$ cat config.mk
export PLATFORM = sky130hd
export DESIGN_NAME = div_unit_flat
export DESIGN_NICKNAME = d
export VERILOG_FILES = /design/src/rtl/mips_pkg.sv /design/src/rtl/div_unit_if.sv /design/src/rtl/div_abs.sv /design/src/rtl/div_unit.sv /design/src/flat_wrapper.sv
export SDC_FILE = /design/constraint.sdc
export NUM_CORES = 1
export LEC_CHECK = 0
export BUFFER_PORTS_ARGS = -buffer_cell sky130_fd_sc_hd__buf_4
export CAP_MARGIN = 10
export CORE_ASPECT_RATIO = 1.4
export CORE_UTILIZATION = 65
export CTS_CLUSTER_DIAMETER = 100
export DETAILED_ROUTE_END_ITERATION = 16
export GPL_TIMING_DRIVEN = 0
export PLACE_DENSITY_LB_ADDON = 0.25
export SYNTH_ARGS = -nofsm -noshare
export SYNTH_HDL_FRONTEND = slang
export SYNTH_HIERARCHICAL = 1
export SYNTH_SLANG_ARGS = --single-unit
$ cat constraint.sdc
create_clock -name clk -period 5.8 [get_ports clk]
set_input_delay 0.87 -clock clk [delete_from_list [all_inputs] [get_ports clk]]
set_output_delay 0.87 -clock clk [all_outputs]
set_load 0.01 [all_outputs]
$ cat src/rtl/mips_pkg.sv
// Shared pipeline definitions used by the execute-stage divider.
package mips_pkg;

    localparam int DIV_W     = 32;
    localparam int DIV_CNT_W = 6;

    typedef enum logic [1:0] {
        IDLE = 2'd0,
        BUSY = 2'd1,
        DONE = 2'd2
    } div_state_t;

endpackage

$ cat src/rtl/div_unit_if.sv
// Execute-stage <-> divider handshake and result bus.
interface div_unit_if;

    logic                        div_start;
    logic                        div_signed;
    logic [mips_pkg::DIV_W-1:0]  src1;
    logic [mips_pkg::DIV_W-1:0]  src2;
    logic                        div_cancel;
    logic                        div_block;
    logic                        div_done;
    logic [mips_pkg::DIV_W-1:0]  quotient;
    logic [mips_pkg::DIV_W-1:0]  remainder;

    modport master (
        output div_start, div_signed, src1, src2, div_cancel,
        input  div_block, div_done, quotient, remainder
    );

    modport slave (
        input  div_start, div_signed, src1, src2, div_cancel,
        output div_block, div_done, quotient, remainder
    );

endinterface

$ cat src/rtl/div_abs.sv
// Per-lane two's-complement conditional negate: magnitude extraction when
// neg is the sign bit, sign restoration when neg is the wanted sign.
module div_abs #(
    parameter int W = 32,
    parameter int N = 2
) (
    input  logic [N-1:0][W-1:0] din,
    input  logic [N-1:0]        neg,
    output logic [N-1:0][W-1:0] dout
);

    genvar gi;
    generate
        for (gi = 0; gi < N; gi++) begin : g_lane
            assign dout[gi] = neg[gi] ? (~din[gi] + W'(1)) : din[gi];
        end
    endgenerate

endmodule

$ cat src/rtl/div_unit.sv
// Iterative radix-2 restoring divider for DIV/DIVU (HI/LO).
// Optional macro DIV_ZERO_FAST_EN: zero divisor skips the iterations.
module div_unit
    import mips_pkg::*;
#(
    parameter int DATA_W = DIV_W
) (
    input  logic      clk,
    input  logic      resetn,
    div_unit_if.slave bus
);

    localparam int RW = 2 * DATA_W;

    div_state_t               state_q, state_d;
    logic [DIV_CNT_W-1:0]     cnt_q, cnt_d;
    logic [RW-1:0]            rem_q, rem_d;
    logic [DATA_W-1:0]        dvs_q, dvs_d;
    logic [DATA_W-1:0]        quo_q, quo_d;
    logic [DATA_W-1:0]        rmd_q, rmd_d;
    logic                     q_neg_q, q_neg_d;
    logic                     r_neg_q, r_neg_d;

    logic                     src1_neg, src2_neg;
    logic [DATA_W:0]          trial;
    logic [1:0][DATA_W-1:0]   op_abs;
    logic [1:0][DATA_W-1:0]   res_fix;

    assign src1_neg = bus.div_signed & bus.src1[DATA_W-1];
    assign src2_neg = bus.div_signed & bus.src2[DATA_W-1];

    div_abs #(.W(DATA_W), .N(2)) u_op_abs (
        .din  ({bus.src2, bus.src1}),
        .neg  ({src2_neg, src1_neg}),
        .dout (op_abs)
    );

    // rem_q holds {partial remainder, dividend bits / quotient bits}
    div_abs #(.W(DATA_W), .N(2)) u_res_fix (
        .din  ({rem_q[RW-1:DATA_W], rem_q[DATA_W-1:0]}),
        .neg  ({r_neg_q, q_neg_q}),
        .dout (res_fix)
    );

    // Upper half after the shift needs DATA_W+1 bits when divisor > 2^(W-1)
    assign trial = rem_q[RW-1:DATA_W-1] - {1'b0, dvs_q};

    always_comb begin
        state_d = state_q;
        cnt_d   = cnt_q;
        rem_d   = rem_q;
        dvs_d   = dvs_q;
        quo_d   = quo_q;
        rmd_d   = rmd_q;
        q_neg_d = q_neg_q;
        r_neg_d = r_neg_q;

        if (bus.div_cancel) begin
            state_d = IDLE;
        end else begin
            case (state_q)
                IDLE: begin
                    if (bus.div_start) begin
                        rem_d   = {{DATA_W{1'b0}}, op_abs[0]};
                        dvs_d   = op_abs[1];
                        q_neg_d = src1_neg ^ src2_neg;
                        r_neg_d = src1_neg;
                        cnt_d   = '0;
                        state_d = BUSY;
`ifdef DIV_ZERO_FAST_EN
                        if (bus.src2 == '0) begin
                            rem_d   = {op_abs[0], {DATA_W{1'b1}}};
                            state_d = DONE;
                        end
`endif
                    end
                end
                BUSY: begin
                    if (trial[DATA_W]) begin
                        rem_d = {rem_q[RW-2:0], 1'b0};
                    end else begin
                        rem_d = {trial[DATA_W-1:0], rem_q[DATA_W-2:0], 1'b1};
                    end
                    cnt_d = cnt_q + DIV_CNT_W'(1);
                    if (cnt_q == DIV_CNT_W'(DATA_W - 1)) begin
                        state_d = DONE;
                    end
                end
                DONE: begin
                    quo_d   = res_fix[0];
                    rmd_d   = res_fix[1];
                    state_d = IDLE;
                end
                default: state_d = IDLE;
            endcase
        end
    end

    always_ff @(posedge clk or negedge resetn) begin
        if (!resetn) begin
            state_q <= IDLE;
            cnt_q   <= '0;
            rem_q   <= '0;
            dvs_q   <= '0;
            quo_q   <= '0;
            rmd_q   <= '0;
            q_neg_q <= 1'b0;
            r_neg_q <= 1'b0;
        end else begin
            state_q <= state_d;
            cnt_q   <= cnt_d;
            rem_q   <= rem_d;
            dvs_q   <= dvs_d;
            quo_q   <= quo_d;
            rmd_q   <= rmd_d;
            q_neg_q <= q_neg_d;
            r_neg_q <= r_neg_d;
        end
    end

    // Results are presented during the done pulse and only committed when
    // DONE completes, so a flush in DONE leaves the held results untouched.
    assign bus.div_block = resetn && !bus.div_cancel &&
                           (((state_q == IDLE) && bus.div_start) || (state_q == BUSY));
    assign bus.div_done  = (state_q == DONE) && !bus.div_cancel;
    assign bus.quotient  = (state_q == DONE) ? res_fix[0] : quo_q;
    assign bus.remainder = (state_q == DONE) ? res_fix[1] : rmd_q;

endmodule

$ cat src/flat_wrapper.sv
// flat-port wrapper written by rule: the top's interface ports become plain ports
module div_unit_flat import mips_pkg::*;
#(
    parameter int DATA_W = DIV_W
)
  (clk, resetn, bus_div_start, bus_div_signed, bus_src1, bus_src2, bus_div_cancel, bus_div_block, bus_div_done, bus_quotient, bus_remainder);
  div_unit_if bus_i ();
  input  logic clk;
  input  logic resetn;
  input wire logic [$bits(bus_i.div_start)-1:0] bus_div_start;
  input wire logic [$bits(bus_i.div_signed)-1:0] bus_div_signed;
  input wire logic [$bits(bus_i.src1)-1:0] bus_src1;
  input wire logic [$bits(bus_i.src2)-1:0] bus_src2;
  input wire logic [$bits(bus_i.div_cancel)-1:0] bus_div_cancel;
  output wire logic [$bits(bus_i.div_block)-1:0] bus_div_block;
  output wire logic [$bits(bus_i.div_done)-1:0] bus_div_done;
  output wire logic [$bits(bus_i.quotient)-1:0] bus_quotient;
  output wire logic [$bits(bus_i.remainder)-1:0] bus_remainder;
  assign bus_i.div_start = bus_div_start;
  assign bus_i.div_signed = bus_div_signed;
  assign bus_i.src1 = bus_src1;
  assign bus_i.src2 = bus_src2;
  assign bus_i.div_cancel = bus_div_cancel;
  assign bus_div_block = bus_i.div_block;
  assign bus_div_done = bus_i.div_done;
  assign bus_quotient = bus_i.quotient;
  assign bus_remainder = bus_i.remainder;
  div_unit #(.DATA_W(DATA_W)) u_core (.clk(clk), .resetn(resetn), .bus(bus_i));
endmodule
* After elaboration in Yosys (flattened, before gate mapping) *
Cells that the tools add are included.

word-level totals
  output and inout bits = 66
  memories kept = 0
  word-level logic and storage cells = 54
  RAM bits = 0
  memory bits (read-only) = 0
  register bits = 170
  bits in latches = 0
  input port bits = 69

operators by class
  bitwise operators = 8
  multiply operators = 0
  multiplexer cells = 15
  magnitude comparators = 0
  add/subtract/negate cells = 6
  shift operators = 0
  eq/ne operators = 6
  reductions and logical operators = 11
  divide/modulo/power cells = 0

operators by type and width
  cell                     number
  $mux W32                 6
  $add A32 B1 Y32 const B  4
  $mux W64                 2
  $not A32 Y32             4
  $pmux W64 S2             1
  $sub A33 B32 Y33         1
  $pmux W6 S2              1
  $add A6 B1 Y6 const B    1
  $eq A6 B5 Y1 const B     1
  $mux W2                  3
  $mux W6                  1
  $reduce_and A3 Y1        2
  $logic_and A1 B1 Y1      4
  $pmux W2 S2              1
  $ne A3 B2 Y1 const B     1
  $ne A3 B3 Y1 const B     1
  $and A1 B1 Y1            2
  $eq A2 B1 Y1 const B     1
  $eq A2 B2 Y1 const B     1
  $logic_not A2 Y1         1
  $ne A2 B2 Y1 const B     1
  $reduce_and A2 Y1        1
  $reduce_bool A2 Y1       1
  $logic_not A1 Y1         1
  3 further kinds          3

* Longest topological paths before layout *
  depth in word-level cells = 5
  depth in mapped cells = 15
  depth with buffers taken out = 14

* Modules after synthesis *
The synthesis kept the hierarchy.

by module, submodules not included
  module                       instances  area an instance (um^2)  cells each  sequential area each (um^2)
  div_unit                     1          9,266.4                  881         4,254.1
  div_abs at u_core.u_op_abs   1          1,477.7                  194         0.0
  div_abs at u_core.u_res_fix  1          1,452.6                  189         0.0

* Worst setup path before layout *
Ideal clock, no wire load.

  kind = reg-to-output
  start = register u_core.rem_q[12]
  end = output bus_quotient[26]
  path buffers = 1
  setup slack = 2.666 ns
  arrival = 2.264 ns
  required time = 4.930 ns
  stages on the path, launching flop included = 7
  cells stage by stage = dfrtp_1 or4_4 or4_4 buf_6 o41ai_4 xnor2_1 mux2_2

RTL lines
  what                    line                text
  from (decl)             div_unit.sv:17      logic [RW-1:0] rem_q, rem_d;
  from (signal assigned)  div_unit.sv:112     rem_q <= rem_d;
  to (decl)               flat_wrapper.sv:17  output wire logic [$bits(bus_i.quotient)-1:0] bus_quotient;

==> impl_metrics.yaml <==
outcome:
  status: "finished, final reports clean"
cells_and_area:
  num_antenna_cells: 0
  multi_input_area_um2: 7320
  synthToLayoutAreaGrowth_pct: 15.8
  final_cells: 1670
  register_area_um2: 4250
  fillers: 1254
  layout-drive-gt1-share_pct: 23.8
  final_cell_area_um2: 14100
  fin_nets: 1524
critical_path:
  cp_max_fo: 9
  critical_path_class: "flop to output port"
  cp.arrival_ns: 3.36
  critical_path_required_ns: 4.93
  worst_setup_path_end_kind: "output port"
  start_kind: "flop"
power_and_ir_drop:
  ir_drop_v: 0.000195
  power.total_mw: 3.61
  power_leakage_nw: 6.38
  power.density_nw_per_um2: 255
global_route:
  grt_max_degree: 101
  grt_pass1_vias: 10412
  track_usage_pct: 34.5
  grt_antenna_before_repair: 0
  grt_first_pass_wirelength_mm: 52.0
  grt.overflow.total: 0
die:
  fp-row-count: 58
  dieArea_um2: 19300
  die_y_um: 164
  initial_utilization_pct: 67.2
  io_pins: 135
  design.core.area_um2: 18100
  die_width_um: 118
timing:
  hold_viol_final: 0
  fin_crit_sh_pct: 72.9
  worst_slew_pin_slew_ns: 1.11
  rsz0062_at_grt: "false"
  min_period_ns: 4.23
  slew_headroom_pct: 25.1
  setup_viol: 0
  max_freq_mhz: 236
  skew_ns: 0.0126
  drv_slew: 0
  setup_tns_ns: 0
drt:
  vias: 10548
  drtIter0Drc: 813
  wl_per_cell_um: 19.8
  post-route-drc-count: 0
  ant_nets: 0
  via_per_inst: 6.32
  firstDrtPassIters: 8
  wirelength_mm: 33.0
cts:
  cts_tree: "done"
  clk_latency_ns: 0.44
  cts.clk_slew.worst_paths_ns: 0.07
  cts_resized: 0
  h-tree-depth: 4
  post_cts_buffers: 0
  cts.sinks: 170
  cts_buffers: 17
  holdBufCountCts: 0
  root_buffer: "clkbuf_16"
  clk_path_buf_depth: 2
worst_hold_path:
  hp-class: "input pin to async pin"
place:
  place_area_um2: 13500
  hpwlAfterDp_mm: 25.1
  io_buffer_count: 133
  placed_cells: 1638
  gp_congestion: 0.963
logic_synthesis:
  postSynthAreaPerCell_um2: 9.65
  yosys-top-cells-area: "dfrtp_1 (35%), mux2_2 (12%), xnor2_1 (10%), nand2_1 (3.8%), ha_1 (3.8%)"
  ys_warn_count: 6
  synth_top_flop_cell: "dfrtp_1"
  synthSimpleGateAreaFrac_pct: 12.2
  mappedNetlistNets: 1371
  synth_most_common_cell: "dfrtp_1"
  synthCells: 1264
  synthMuxAreaShare_pct: 14.5
  synth_top_area_cell: "dfrtp_1"
  synth_compound_area_share_pct: 18.0
  synthAdderAreaFrac_pct: 3.96
  synth_top_family_by_area: "compound AO/OA/AOI/OAI gates"
  yosys.area_share.xor_xnor_pct: 11.3
  synth_top_area_share_pct: 34.9
  ys_types: 62
  ys_seq_area_share_pct: 34.9
  synth_area_um2: 12200
  synth-edff-count: 0
  ys_top_cells_by_count: "dfrtp_1 (170), xnor2_1 (141), mux2_2 (130)"
  ys_ff_latch: 170
  async_reset_ff_share_pct: 100
run:
  max-cap-violations: 0
-- per-layer routing --
layer / global-route usage (%) / wire length [µm] / vias up
li1: - / - / 4904
met1: 36.0 / 11700 / 5115
met2: 63.3 / 17500 / 409
met3: 4.41 / 1500 / 120
met4: 25.7 / 2380 / 0
met5: 0 / 0 / -
-- state kept, by name, summed over array words and instances, names as in the netlist --
signal and flops:
u_core/quo_q 32, u_core/cnt_q 6, u_core/dvs_q 32, u_core/rem_q 64, u_core/rmd_q 32, u_core/r_neg_q 1
u_core/q_neg_q 1, u_core/state_q 2
-- per-stage QoR --
stage                     utilization, %  hold slack (ns)  setup WS (ns)
after floorplan                        -            0.453           2.67
after global placement              74.4            0.469           2.01
after detailed placement            74.6            0.488           2.22
after CTS                           77.9            0.405           1.74
after global routing                77.9            0.419           1.55
final                               77.9            0.377           1.57
-- worst max-delay path, cell delays in order (launching register included) --
cell	delay, ns
dfrtp_1	0.47
nor4_1	0.65
nand4_1	0.61
o31ai_1	0.53
xnor2_1	0.21
mux2_2	0.32
buf_4	0.15
-- layout by cell type, fill, tap and decap left out, types with 4 or more instances in the layout --
cell and n:
inv_8 5, a21oi_1 33, buf_1 8, clkbuf_1 52, or4_4 6, o41ai_1 25, xor2_1 13, nand4_1 12
nor2b_1 12, nand3_1 17, nand4b_1 4, o41ai_4 4, nor4_1 9, or4_1 7, buf_6 4, o31ai_1 41
nand2b_1 11, mux2_2 130, dfrtp_1 170, ha_1 37, and2_1 5, a21o_1 12, xnor2_1 141, or3_1 15
inv_1 71, nand2_1 124, o21a_1 6, o21bai_1 5, nor3_1 14, o21ai_0 80, o41ai_2 12, nor2_1 44
clkbuf_16 17, a211oi_1 4, mux2i_1 31, o21ai_1 31, buf_4 136, a31oi_1 8, a222oi_1 24
-- cell type report --
| type | count | area share, % |
|---|---|---|
| Clock buffer | 17 | 3.01 |
| Timing Repair Buffer | 134 | 7.31 |
| Clock inverter | 15 | 1.23 |
| Tap cell | 240 | 2.13 |
| Inverter | 71 | 1.89 |
| Buffer | 72 | 2.55 |
| Sequential cell | 170 | 30.1 |
| Multi-Input combinational cell | 951 | 51.8 |
-- cells by family after synthesis --
group | count (synthesis)
AO/OA/AOI/OAI | 300
XOR/XNOR | 155
adder cells (fa/ha/maj) | 38
buffers and inverters | 143
flip-flops | 170
multiplexers | 161
AND/OR/NAND/NOR | 297
-- power by group --
part | switching [mW] | internal (mW) | total [mW] | leakage (nW)
clock | 0.540 | 0.616 | 1.16 | 0.289
sequential | 0.154 | 1.29 | 1.45 | 2.27
combinational | 0.596 | 0.406 | 1.00 | 3.82
total | 1.29 | 2.32 | 3.61 | 6.38
-- worst paths after layout --
check	start	to	slack, ns	cells after the start
setup / recovery	u_core/rem_q[42]$_DFFE_PN0P_	bus_remainder[27]	1.57	6
hold reg to reg	u_core/cnt_q[5]$_DFFE_PN0P_	u_core/state_q[1]$_DFFE_PN0P_	0.50	1
setup reg to reg	u_core/rem_q[31]$_DFFE_PN0P_	u_core/rem_q[57]$_DFFE_PN0P_	2.23	13
min in group clk	u_core/cnt_q[5]$_DFFE_PN0P_	u_core/state_q[1]$_DFFE_PN0P_	0.50	1
hold / removal	resetn	u_core/dvs_q[11]$_DFFE_PN0P_	0.38	1
max in group asynchronous	resetn	u_core/rmd_q[27]$_DFFE_PN0N_	4.49	2
Note: power is estimated with default switching activity, not from simulation.
